## config.mk

```make
export PLATFORM = sky130hd
export DESIGN_NAME = fetch_unit
export DESIGN_NICKNAME = d
export VERILOG_FILES = /design/src/rtl/riscv_pkg.sv /design/src/rtl/fetch_predecode.sv /design/src/rtl/fetch_unit.sv
export SDC_FILE = /design/constraint.sdc
export NUM_CORES = 1
export LEC_CHECK = 0
export ABC_AREA = 1
export BUFFER_PORTS_ARGS = -buffer_cell sky130_fd_sc_hd__buf_2
export CAP_MARGIN = 20
export CORE_MARGIN = 5
export CORE_UTILIZATION = 57
export CTS_CLUSTER_DIAMETER = 200
export DETAILED_ROUTE_END_ITERATION = 6
export PLACE_DENSITY = 0.93
export SKIP_CTS_REPAIR_TIMING = 1
export SLEW_MARGIN = 25
export SYNTH_ARGS = -nofsm -noshare
export SYNTH_HDL_FRONTEND = slang
export SYNTH_HIERARCHICAL = 1
export SYNTH_SLANG_ARGS = --single-unit
```

## constraint.sdc

```tcl
create_clock -name clk_i -period 5.89 [get_ports clk_i]
set_input_delay 0.589 -clock clk_i [delete_from_list [all_inputs] [get_ports clk_i]]
set_output_delay 0.589 -clock clk_i [all_outputs]
set_load 0.1 [all_outputs]
```

## src/rtl/riscv_pkg.sv

```systemverilog
// Shared definitions for the RISC-V pipeline stages.
// Opcodes, NOP encoding and the fetch FSM state type.
package riscv_pkg;

    localparam logic [6:0]  OPC_BRANCH = 7'b1100011;
    localparam logic [6:0]  OPC_JAL    = 7'b1101111;
    localparam logic [31:0] NOP_INSTR  = 32'h0000_0013;

    typedef enum logic [1:0] {
        S_BOOT,
        S_FETCH,
        S_HOLD,
        S_DROP
    } fetch_state_t;

endpackage

```

## src/rtl/fetch_predecode.sv

```systemverilog
// Static pre-decode of B/J immediates for fetch-stage prediction.
// Optional macro FETCH_BTFN_PREDICT_EN: backward branches predicted taken.
module fetch_predecode
    import riscv_pkg::*;
#(
    parameter int DW = 32
) (
    input  logic [DW-1:0] instr_i,
    output logic [DW-1:0] imm_ext_o,
    output logic          pred_taken_o
);

    logic is_jal;
    logic is_br;
    logic [DW-1:0] imm_j;
    logic [DW-1:0] imm_b;

    assign is_jal = (instr_i[6:0] == OPC_JAL);
    assign is_br  = (instr_i[6:0] == OPC_BRANCH);

    assign imm_j = {{(DW-20){instr_i[31]}}, instr_i[19:12],
                    instr_i[20], instr_i[30:21], 1'b0};
    assign imm_b = {{(DW-12){instr_i[31]}}, instr_i[7],
                    instr_i[30:25], instr_i[11:8], 1'b0};

    always_comb begin
        imm_ext_o    = '0;
        pred_taken_o = 1'b0;
        unique case (1'b1)
            is_jal: begin
                imm_ext_o    = imm_j;
                pred_taken_o = 1'b1;
            end
            is_br: begin
                imm_ext_o = imm_b;
`ifdef FETCH_BTFN_PREDICT_EN
                pred_taken_o = instr_i[31];
`else
                pred_taken_o = 1'b0;
`endif
            end
            default: ;
        endcase
    end

endmodule

```

## src/rtl/fetch_unit.sv

```systemverilog
// Instruction-fetch stage: PC ownership, single-outstanding imem fetch.
// Optional macro FETCH_BTFN_PREDICT_EN enables backward-taken prediction.
module fetch_unit
    import riscv_pkg::*;
#(
    parameter int          DW       = 32,
    parameter logic [DW-1:0] RESET_PC = '0
) (
    input  logic          clk_i,
    input  logic          rst_i,
    input  logic          stall_f_i,
    input  logic          redirect_i,
    input  logic [DW-1:0] redirect_pc_i,
    input  logic          trap_i,
    input  logic [DW-1:0] trap_pc_i,
    output logic          imem_req_o,
    output logic [DW-1:0] imem_addr_o,
    input  logic [DW-1:0] imem_rdata_i,
    input  logic          imem_valid_i,
    output logic [DW-1:0] instr_f_o,
    output logic [DW-1:0] pc_f_o,
    output logic [DW-1:0] pc_plus_4_f_o,
    output logic [DW-1:0] imm_ext_f_o,
    output logic          pred_taken_o,
    output logic          fetch_valid_o,
    output logic          imem_wait_o
);

    fetch_state_t state_q, state_d;
    logic [DW-1:0] pc_q, pc_d;
    logic [DW-1:0] buf_q, buf_d;

    logic          jump;
    logic [DW-1:0] jump_pc;
    logic [DW-1:0] pc_seq;

    assign jump    = trap_i | redirect_i;
    assign jump_pc = trap_i ? {trap_pc_i[DW-1:2], 2'b00}
                            : {redirect_pc_i[DW-1:2], 2'b00};

    assign imem_addr_o   = pc_q;
    assign pc_f_o        = pc_q;
    assign pc_plus_4_f_o = pc_q + DW'(4);

    // Fetch outputs are combinational so a zero-wait memory sustains 1 IPC.
    always_comb begin
        imem_req_o    = 1'b0;
        imem_wait_o   = 1'b0;
        fetch_valid_o = 1'b0;
        instr_f_o     = DW'(NOP_INSTR);
        unique case (state_q)
            S_BOOT: ;
            S_FETCH: begin
                imem_req_o  = 1'b1;
                imem_wait_o = ~imem_valid_i;
                if (imem_valid_i && !jump) begin
                    fetch_valid_o = 1'b1;
                    instr_f_o     = imem_rdata_i;
                end
            end
            S_HOLD: begin
                if (!jump) begin
                    fetch_valid_o = 1'b1;
                    instr_f_o     = buf_q;
                end
            end
            S_DROP: begin
                imem_req_o  = 1'b1;
                imem_wait_o = 1'b1;
            end
            default: ;
        endcase
    end

    fetch_predecode #(
        .DW           (DW)
    ) u_predecode (
        .instr_i      (instr_f_o),
        .imm_ext_o    (imm_ext_f_o),
        .pred_taken_o (pred_taken_o)
    );

    assign pc_seq = pred_taken_o ? pc_q + imm_ext_f_o : pc_q + DW'(4);

    always_comb begin
        state_d = state_q;
        pc_d    = pc_q;
        buf_d   = buf_q;
        unique case (state_q)
            S_BOOT: state_d = S_FETCH;
            S_FETCH: begin
                if (jump) begin
                    pc_d    = jump_pc;
                    state_d = imem_valid_i ? S_FETCH : S_DROP;
                end else if (imem_valid_i) begin
                    if (stall_f_i) begin
                        buf_d   = imem_rdata_i;
                        state_d = S_HOLD;
                    end else begin
                        pc_d = pc_seq;
                    end
                end
            end
            S_HOLD: begin
                if (jump) begin
                    pc_d    = jump_pc;
                    state_d = S_FETCH;
                end else if (!stall_f_i) begin
                    pc_d    = pc_seq;
                    state_d = S_FETCH;
                end
            end
            S_DROP: begin
                if (jump) begin
                    pc_d = jump_pc;
                end else if (imem_valid_i) begin
                    state_d = S_FETCH;
                end
            end
            default: state_d = S_BOOT;
        endcase
    end

    always_ff @(posedge clk_i or posedge rst_i) begin
        if (rst_i) begin
            state_q <= S_BOOT;
            pc_q    <= RESET_PC;
            buf_q   <= DW'(NOP_INSTR);
        end else begin
            state_q <= state_d;
            pc_q    <= pc_d;
            buf_q   <= buf_d;
        end
    end

endmodule

```

After elaboration in Yosys (flattened, before gate mapping)

Index checks and enable logic that the tools add are counted.

Bits in registers: 66
Bits of input ports: 102
Output and inout bits: 164
Word-level logic and storage cells: 54

$add $sub $neg: 2
Eq/ne operators: 11
Mux-type cells: 27
Bitwise gates (word level): 3
Reductions and logical operators: 8

Operators by type and width:

| kind                                          | number |
|---|---|
| two-way mux 32 bit                            | 9 |
| one-hot mux 32 bit (2 select lines)           | 2 |
| one-hot mux 32 bit (3 select lines)           | 1 |
| adder 32 x 3 -> 32 bit, second input constant | 1 |
| adder 32 bit                                  | 1 |
| two-way mux 2 bit                             | 8 |
| == test 7 bit, second input constant          | 2 |
| != test 3 bit, second input constant          | 3 |
| one-hot mux 2 bit (4 select lines)            | 1 |
| != test 2 bit, second input constant          | 3 |
| AND reduction 5 bit                           | 1 |
| == test 2 bit, second input constant          | 2 |
| two-way mux 1 bit                             | 4 |
| one-hot mux 1 bit (2 select lines)            | 2 |
| AND reduction 4 bit                           | 1 |
| AND reduction 3 bit                           | 1 |
| nonzero test 3 bit                            | 1 |
| == test 2 x 1 -> 1 bit, second input constant | 1 |
| zero test 2 bit                               | 1 |
| NOT 1 bit                                     | 2 |
| OR reduction 2 bit                            | 1 |
| logical AND 1 bit                             | 1 |
| zero test 1 bit                               | 1 |
| bitwise OR 1 bit                              | 1 |

Depth between registers and ports, before layout

Gate-level depths: netlist of the first run.

Depth in word-level cells: 13
Depth in mapped cells: 29

Hierarchy

Netlist of the first run, hierarchy kept.

Modules (own cells, without submodules):

| module          | times used | cells an instance | area each (um^2) | seq. area each (um^2) |
|---|---|---|---|---|
| fetch_unit      | 1          | 1282              | 7599.8           | 1655.3 |
| fetch_predecode | 1          | 81                | 461.7            | 0.0 |

Worst setup path after synthesis of the first run

Ideal clock, no wire load.

Kind: input port to flip-flop
Start point: input trap_i
End point: register pc_q[30], in the netlist imem_addr_o[30]
Setup time: 0.120 ns
Arrival time: 6.167 ns
Required time: 5.770 ns
Slack: -0.398 ns
Cell stages on the path: 24
Cells stage by stage: buf_2 -> nor2_8 -> nand2_2 -> nor2_8 -> buf_2 -> nand2_1 -> a21oi_1 -> nand2_1 -> nor2_4 -> buf_6 -> nand3_1 -> nand2_1 -> buf_4 -> ha_1 -> nand2_1 -> inv_1 -> a21oi_1 -> nand2_1 -> a21oi_1 -> nand3_1 -> nand3_1 -> nand2_1 -> nand2_1 -> nand2_1

Longest elaborated chain between the ends: 13
Elaborated cells between the ends (all ways): 22
Those cells by class: add/sub: 1; eq/ne: 4; mux: 13; bitwise: 1; reduce/logical: 3

Ends and longest elaborated chain:

| element                               | RTL line                                     | RTL |
|---|---|---|
| start: declaration                    | fetch_unit.sv:14                             | `input logic trap_i,` |
| bitwise OR 1 bit *                    | fetch_unit.sv:37                             | `assign jump = trap_i \| redirect_i;` |
| zero test 1 bit                       | n/a                                          |  |
| logical AND 1 bit                     | fetch_unit.sv:56                             | `if (imem_valid_i && !jump) begin` |
| two-way mux 32 bit                    | fetch_unit.sv:56                             |  |
| one-hot mux 32 bit (2 select lines) * | fetch_unit.sv:51                             | `unique case (state_q)` |
| net instr_f_o[6]                      | fetch_unit.sv:20                             | `output logic [DW-1:0] instr_f_o,` |
| == test 7 bit (on tied branches)      | fetch_predecode.sv:19, fetch_predecode.sv:18 |  |
| one-hot mux 32 bit (2 select lines) * | fetch_predecode.sv:29                        | `unique case (1'b1)` |
| net imm_ext_f_o[20]                   | fetch_unit.sv:23                             | `output logic [DW-1:0] imm_ext_f_o,` |
| adder 32 bit *                        | fetch_unit.sv:83                             | `assign pc_seq = pred_taken_o ? pc_q + imm_ext_f_o : pc_q + DW'(4);` |
| two-way mux 32 bit *                  | fetch_unit.sv:83                             |  |
| two-way mux 32 bit *                  | fetch_unit.sv:96, fetch_unit.sv:108          |  |
| two-way mux 32 bit                    | fetch_unit.sv:95                             | `end else if (imem_valid_i) begin` |
| two-way mux 32 bit                    | fetch_unit.sv:92                             | `if (jump) begin` |
| one-hot mux 32 bit (3 select lines) * | fetch_unit.sv:89                             | `unique case (state_q)` |
| end signal: assignment                | fetch_unit.sv:131                            | `pc_q <= pc_d;` |
| end: declaration                      | fetch_unit.sv:30                             | `logic [DW-1:0] pc_q, pc_d;` |

The timed path passes the listed nets; every way through them passes the cells marked *. The select of a mux whose other input is x is not followed.
A chain may end at the register's enable or synchronous reset.

Worst setup path in the final report of the first run

Start point: register state_q[0]
End point: register pc_q[20], in the netlist imem_addr_o[20]

Longest elaborated chain between the ends: 10
Elaborated cells between the ends (all ways): 19
Those cells by class: add/sub: 1; eq/ne: 7; mux: 9; reduce/logical: 2

Ends and longest elaborated chain:

| element                                                 | RTL line                                     | RTL |
|---|---|---|
| start: declaration                                      | fetch_unit.sv:29                             | `fetch_state_t state_q, state_d;` |
| start signal: assignment                                | fetch_unit.sv:130                            | `state_q <= state_d;` |
| == test 2 bit or == test 2 x 1 -> 1 bit (tied branches) | fetch_unit.sv:51, fetch_unit.sv:89           |  |
| one-hot mux 32 bit (2 select lines)                     | fetch_unit.sv:51                             |  |
| == test 7 bit (on tied branches)                        | fetch_predecode.sv:19, fetch_predecode.sv:18 |  |
| one-hot mux 32 bit (2 select lines)                     | fetch_predecode.sv:29                        |  |
| adder 32 bit                                            | fetch_unit.sv:83                             |  |
| two-way mux 32 bit                                      | fetch_unit.sv:83                             |  |
| two-way mux 32 bit                                      | fetch_unit.sv:96, fetch_unit.sv:108          |  |
| two-way mux 32 bit                                      | fetch_unit.sv:95                             |  |
| two-way mux 32 bit                                      | fetch_unit.sv:92                             |  |
| one-hot mux 32 bit (3 select lines)                     | fetch_unit.sv:89                             |  |

Parallel ways exist; a longest one is shown, timed or not. The select of a mux whose other input is x is not followed.

==> results of run 1 <==
==> worst paths after layout <==
kind	slack (ns)	to	from
min reg2reg	0.48	buf_q[7]$_DFFE_PP0P_	buf_q[7]$_DFFE_PP0P_
min	0.48	buf_q[7]$_DFFE_PP0P_	buf_q[7]$_DFFE_PP0P_
max reg2reg	1.09	imem_addr_o[20]$_DFFE_PP0P_	state_q[0]$_DFFE_PP0P_
min in group asynchronous	0.51	buf_q[17]$_DFFE_PP0P_	rst_i
max in group asynchronous	4.79	imem_addr_o[3]$_DFFE_PP0P_	rst_i
max	1.09	imem_addr_o[20]$_DFFE_PP0P_	state_q[0]$_DFFE_PP0P_
==> kinds of logic (layout without fill, tap and decap cells) <==
kind of cell             count (synthesis)  count (layout)  share of synthesized area (%)
adder cells (fa/ha/maj)                 37              37                           5.84
flip-flops                              66              66                           20.5
other                                    1               1                         0.0465
buffers and inverters                  265             456                           15.7
AO/OA/AOI/OAI                          163             163                           10.6
XOR/XNOR                                27              27                           3.21
AND/OR/NAND/NOR                        787             787                           41.7
multiplexers                            17              17                           2.37
==> layer usage <==
metal	wire [µm]	part of all wire (%)	global-route usage, %	vias up
met5	0	0	0	-
met4	1320	4.4	14.3	0
met3	3520	12	5.85	119
met2	13600	45	56.2	682
met1	11900	39	48.3	4399
li1	-	-	-	4620
==> tightest hold or removal path, cell delays in order (launching register included) <==
cell and delay [ns]:
dfrtp_1 0.34, nand2_1 0.06, nand2_1 0.05
==> registers in the layout, indices dropped and copies added (netlist names) <==
name,flops
buf_q,32
imem_addr_o,32
state_q,2
==> final cells by class <==
| type | instances | area share, % |
|---|---|---|
| inverters | 169 | 6.76 |
| clock buffers | 11 | 2.59 |
| multi-input cells | 1032 | 55.0 |
| well taps | 180 | 2.40 |
| flip-flops and latches | 66 | 17.6 |
| repair buffers | 271 | 14.7 |
| clock inverters | 5 | 0.840 |
==> stage by stage <==
step	hold WS, ns	std cells
3_5_place_dp	0.460	1718
6_report	0.476	1734
4_1_cts	0.475	1734
2_1_floorplan	0.443	1363
3_3_place_gp	0.455	1718
5_1_grt	0.483	1734
==> synthesized netlist by cell type, types with 5 or more instances <==
cell        n  area (µm²)
nand2_1   519        1950
inv_1     166         623
nand3_1   136         681
a21oi_1   121         606
nor2_1     75         282
dfrtp_1    63        1580
buf_4      55         413
ha_1       36         450
o21ai_0    25         125
clkbuf_1   19        71.3
xor2_1     19         166
mux2_2     17         191
buf_2      12        60.1
nand3b_1    8        60.1
nor3_1      7        35.0
buf_6       6        67.6
nand3_2     6        60.1
nand4_1     6        37.5
or2_2       6        37.5
nand2_2     5        31.3
nor2_2      5        31.3
nor2_4      5        56.3
xnor2_1     5        43.8
==> summary by stage, run 1 <==
Run status
The flow ran to the end, but the final reports show violations. The checks that failed: design-rule violations.

STA
The worst pin sits at a relative slew slack of 37.4%. The final critical path takes up 81.6% of the cycle. The time the final worst path needs with I/O delays and setup is 4.80 ns. Setup repair after global routing left no endpoint under its margin. Setup violations remaining at the end of the flow were counted as 0. The actual slew at the worst max-slew pin is 0.939 ns. The smallest setup slack after layout is 1.09 ns. The peak clock frequency supported by timing is 0.208 GHz. The max-slew violation count is 0. The worst clock skew is 0.0113 ns. Adding up every negative setup slack in the final design gives 0 ns.

The final hold violation count is 0.

Critical path
The critical path's top delay family is simple AND/OR/NAND/NOR gates. The depth of the worst register-to-register path is 22. The sort of element at the start of the critical path is a flop. The type of destination of the critical path is a flop. The arrival time at the worst endpoint is 5.02 ns. The maximum net fanout on the critical path is 21. The number of buffers and inverters on the critical path is 3. The endpoint required time on the critical path is 6.10 ns. The largest single stage delay on the critical path is 0.78 ns. The most prevalent standard cell on the critical path is nand2_1. The signal on the critical path passes through inv_1, ha_1, o21ai_0, nand3_1, nand2_1, nor2_2, nand3_1, nand2_1, inv_1, fa_1, inv_1, nand3_1, nand3_1, nand2_1, nand3_1, nand2_1, nand2_1, nand2_1, nand3_1, nand2_1, nand2_1, o21ai_0. In this run the number of cells on the critical path is 22. The classification of the worst setup path is flop to flop. On the critical path, the stage with the largest delay is an instance of ha_1.

Yosys
After synthesis the cells add up to 8060 µm². The predominant post-synthesis flop cell is dfrtp_1. In this run, synthesis inferred 0 flip-flops with an integrated enable. Summing the sequential cell areas from Yosys gives 20.5% of the chip area. During synthesis, Yosys emitted a total of 6 warnings.

The net count after synthesis is 1502. The distinct cell type count after synthesis is 48. In this run, synthesis produced a sequential element count of 66. The share of async-settable or async-resettable flops after synthesis is 100%. The post-synthesis cell count is 1363.

The average cell area after synthesis is 5.91 µm².

Die
The horizontal extent of the die is 129 µm. The initial utilization of the core area, before any placement, comes to 58.1%. The core region is 13900 µm².

In this run the count of I/O pins placed on the die edge is 266. The overall die area is 16600 µm². The total number of placement rows is 43. The floorplan step set the die height to 129 µm.

Placement
During placement, the flow inserted port buffers numbering 260. The routability congestion estimate from global placement is 0.963. The worst-case setup slack after placement is 0.961 ns. The total half-perimeter wirelength after legalization and detailed placement is 23600 µm. The standard cell area after detailed placement is 9060 µm².

Global route
The wire length of the first global-routing pass is 46200 µm. Entering global routing, the biggest net connects 67 pins. After global routing the overflow that remains totals 0.

The number of antenna violations at the first check in global routing is 0. The number of global-route vias before repair came to 8903. For this run, the total global-route usage over all layers was measured as 35.5%.

Final layout
The antenna diode instance count is 0. The area used by sequential logic in the layout is 1660 µm². In the final layout, the multi-input gates occupy 5160 µm². Compared with the post-synthesis result, the final layout area differs by 16.4%. Of the cells placed in the final design, the portion with a size suffix greater than 1 is 22.8%. The top cell types in the final layout, fill and taps aside, are nand2_1 (519), buf_2 (260), inv_1 (165), nand3_1 (136), a21oi_1 (116). For this run, the post-layout net count is 1688. After filler insertion, the fill cell instance count of the layout stands at 1319.

The finished layout cell area is 9380 µm². Leaving out fill and tap cells, the most frequent cell in the layout is nand2_1. The utilization after layout is 67.6%.

Clock network
CTS built an H-tree with a depth of 3. The maximum number of buffers from clock root to sink is 2. The clock edge transition at the registers on the reported setup and hold paths is 0.06 ns. The number of sinks on the clock net is 66.

The root cell of the clock tree is clkbuf_16. The TritonCTS clock tree is done. At the later pin of the worst-skew pair, clock insertion delay measures 0.35 ns. The clock buffer count from CTS is 9.

Flow run
The count of maximum capacitance violations is 0.

Routing
The DRC violations left is 38. Across all layers, the routed design uses 9820 vias. The via count normalized by instance count is 5.66. The residual antenna-violating net count after detailed routing is 0. The post-detailed-route wirelength per cell is 17.5 µm. The first TritonRoute pass finished after 7 iterations.

The initial DRC count is 1229. The final layout contains routed wiring with a total length of 30300 µm.

Min path
The number of stages on the worst hold path is 2. The min-delay analysis places its worst path in the category flop to flop.
Power of run 1 is left out: the tool's default activity adds up to more than one toggle a clock period on the data nets, which glitch-free logic cannot reach.
==> run 2: changes to the inputs <==
Settings changed: CORE_UTILIZATION 57 to 53, PLACE_DENSITY 0.93 to 0.87.
Clock period 5.89 ns to 4.79 ns, I/O delays scaled along.
==> summary by stage, run 2 (synthesized netlist as in run 1, its figures left out) <==
Clock network
The clock edge transition at the registers on the reported setup and hold paths came to 0.07 ns (was 0.06 ns). The number of sinks on the clock net is 66 (unchanged). The clock insertion delay at the later pin of the skew report was 0.35 ns (about the same). The root cell of the clock tree is clkbuf_16 (unchanged). The maximum number of buffers from clock root to sink came to 2 (unchanged). The clock buffer count from CTS is 9 (unchanged). The TritonCTS clock tree is done (unchanged). The H-tree depth reported by CTS is 3 (unchanged).

Global route
The global-route congestion overflow total is 0 (unchanged). The wire length of the first global-routing pass is 46600 µm (was 46200 µm). The pin count of the biggest net entering global routing was 58 (was 67). The number of antenna violations at the first check in global routing came to 0 (unchanged). The overall track demand over capacity in global routing is 32.9% (was 35.5%).

The number of global-route vias before repair came to 8797 (was 8903).

STA
The worst-case hold slack is 0.0525 ns (was 0.476 ns). The final hold violation count is 0 (unchanged). The max-slew violation count was 0 (unchanged). The time the final worst path needs with I/O delays and setup was 4.24 ns (was 4.80 ns). The worst clock skew came to 0.0124 ns (was 0.0113 ns). The final setup violation count is 0 (unchanged).

RSZ-0062 raised after global routing: no (unchanged). The smallest setup slack after layout came to 0.547 ns (was 1.09 ns). The actual slew at the worst max-slew pin was 0.891 ns (was 0.939 ns). The worst slew margin relative to its limit is 40.4% (was 37.4%). The peak clock frequency supported by timing is 0.236 GHz (was 0.208 GHz). The share of the clock period used by the worst path came to 88.6% (was 81.6%).

Critical path
The slack of the worst reg-to-reg path came to 0.55 ns (was 1.09 ns). The classification of the worst setup path was flop to flop (unchanged). The launch point of the critical path is state_q[1]$_DFFE_PP0P_ (was state_q[0]$_DFFE_PP0P_). The source of the worst register-to-register timing path is state_q[1]$_DFFE_PP0P_ (was state_q[0]$_DFFE_PP0P_).

The sort of element at the start of the critical path was a flop (unchanged). The destination of the worst register-to-register timing path is imem_addr_o[9]$_DFFE_PP0P_ (was imem_addr_o[20]$_DFFE_PP0P_). The maximum net fanout on the critical path came to 24 (was 21).

The arrival time at the worst endpoint is 4.45 ns (was 5.02 ns). The total number of cells along the worst setup path is 23 (was 22). The depth of the worst register-to-register path is 23 (was 22). The buffering stage count on the worst path with inverters included is 5 (was 3).

The capture point of the worst path is imem_addr_o[9]$_DFFE_PP0P_ (was imem_addr_o[20]$_DFFE_PP0P_). The biggest cell delay along the critical path is 0.44 ns (was 0.78 ns). The type of destination of the critical path is a flop (unchanged). The endpoint required time on the critical path came to 5.00 ns (was 6.10 ns). The highest-delay cell along the critical path was nor2_2 (was ha_1). Cell Chain, Critical Path: inv_1, ha_1, inv_2, nor2_8, nand2_1, a21oi_4, nand2_1, nor2_2, buf_4, nand3_1, nand2_1, ha_1, nand2_1, inv_1, nand2_1, nand2_1, inv_1, nand3_1, or2_2, nand3_1, nand3_1, nand2_1, o21ai_0 (was inv_1, ha_1, o21ai_0, nand3_1, nand2_1, nor2_2, nand3_1, nand2_1, inv_1, fa_1, inv_1, nand3_1, nand3_1, nand2_1, nand3_1, nand2_1, nand2_1, nand2_1, nand3_1, nand2_1, nand2_1, o21ai_0).

The most prevalent standard cell on the critical path is nand2_1 (unchanged). The critical path's top delay family is simple AND/OR/NAND/NOR gates (unchanged).

Placement
The total of buffers placed on input and output ports was 260 (unchanged). The total half-perimeter wirelength after legalization and detailed placement is 24100 µm (was 23600 µm). The routability congestion estimate from global placement is 1.01 (was 0.963). The number of cells after detailed placement is 1733 (was 1718). The worst-case setup slack after placement is 0.478 ns (was 0.961 ns).

Routing
The via count normalized by instance count is 5.54 (was 5.66). The DRC violations left came to 0 (was 38). The initial DRC count is 1241 (was 1229).

The wire length reported by the detailed router is 30300 µm (about the same). The post-detailed-route wirelength per cell is 17.3 µm (was 17.5 µm). The overall via count from detail_route is 9689 (was 9820). The residual antenna-violating net count after detailed routing is 0 (unchanged). The first-pass iteration count of the detailed router was 6 (was 7).

Die
The overall die area is 17800 µm² (was 16600 µm²). The area of the placeable core is 15000 µm² (was 13900 µm²). The die height is 133 µm (was 129 µm). The starting density of the core came to 53.6% (was 58.1%). The horizontal extent of the die is 133 µm (was 129 µm). The total number of placement rows was 45 (was 43). The I/O pin count is 266 (unchanged).

Final layout
The signed area change from the synthesized netlist to the final layout was 19.0% (was 16.4%). The antenna diode instance count is 0 (unchanged). The ratio of cells with drive above 1 in the final layout is 24.9% (was 22.8%).

Commonest non-fill, non-tap cells in the layout: nand2_1 (517), buf_2 (259), inv_1 (165), nand3_1 (136), a21oi_1 (92) (was nand2_1 (519), buf_2 (260), inv_1 (165), nand3_1 (136), a21oi_1 (116)). The post-route non-filler standard cell count was 1749 (was 1734). The net total in the final layout came to 1695 (was 1688).

The most common library cell in the layout ignoring fill and taps is nand2_1 (unchanged).

Run status
Result of the run: finished, final reports clean (was complete, but fails checks).

Min path
The classification of the worst-slack hold path is primary input to async pin (was flop to flop).

Flow run
The count of maximum capacitance violations is 0 (unchanged).
==> run 2: cell types whose count changed in the layout (fill, tap and decap cells not counted) <==
cell	before	now
a21oi_1	116	92
a21oi_2	6	26
buf_4	11	18
a21oi_4	0	4
inv_6	0	4
clkinv_2	2	0
nand2_1	519	517
nand2_2	5	7
buf_12	0	1
buf_2	260	259
clkbuf_1	1	0
clkbuf_8	1	0
clkinv_4	1	0
inv_8	0	1
==> run 2: routing by layer <==
layer	wire [µm]	GRT usage, %	part of all wire, %	vias up
li1	-	-	-	4657
met1	12300	44.6	40	4386
met2	13300	50.9	44	561
met3	3400	7.10	11	85
met4	1310	14.1	4.3	0
met5	0	0	0	-
==> run 2: how the worst min path moves through the flow <==
stage	startpoint	endpoint	slack, ns	depth (start not counted)
4_1_cts	rst_i	imem_addr_o[26]$_DFFE_PP0P_	0.05	2
6_report	rst_i	imem_addr_o[26]$_DFFE_PP0P_	0.05	2
2_1_floorplan	buf_q[10]$_DFFE_PP0P_	buf_q[10]$_DFFE_PP0P_	0.44	2
3_3_place_gp	rst_i	imem_addr_o[26]$_DFFE_PP0P_	0.41	2
5_1_grt	rst_i	imem_addr_o[30]$_DFFE_PP0P_	0.06	2
3_5_place_dp	rst_i	imem_addr_o[26]$_DFFE_PP0P_	0.42	2
==> run 2: metrics by stage <==
stage / utilization [%] / setup TNS [ns] / cell area, µm²
after floorplan: - / -0.00402 / 8210
after global placement: 61.6 / 0 / 9260
after detailed placement: 61.6 / 0 / 9260
after CTS: 63.8 / 0 / 9600
after global routing: 63.8 / 0 / 9600
final: 63.8 / 0 / 9600
==> run 2: final cells by class <==
| class | count | area, µm² |
|---|---|---|
| well taps | 188 | 235 |
| inverters | 169 | 634 |
| clock inverters | 7 | 106 |
| multi-input cells | 1032 | 5290 |
| repair buffers | 278 | 1450 |
| fillers | 1432 | 5440 |
| clock buffers | 9 | 225 |
| flip-flops and latches | 66 | 1660 |
Power of run 2 is left out for the same reason.
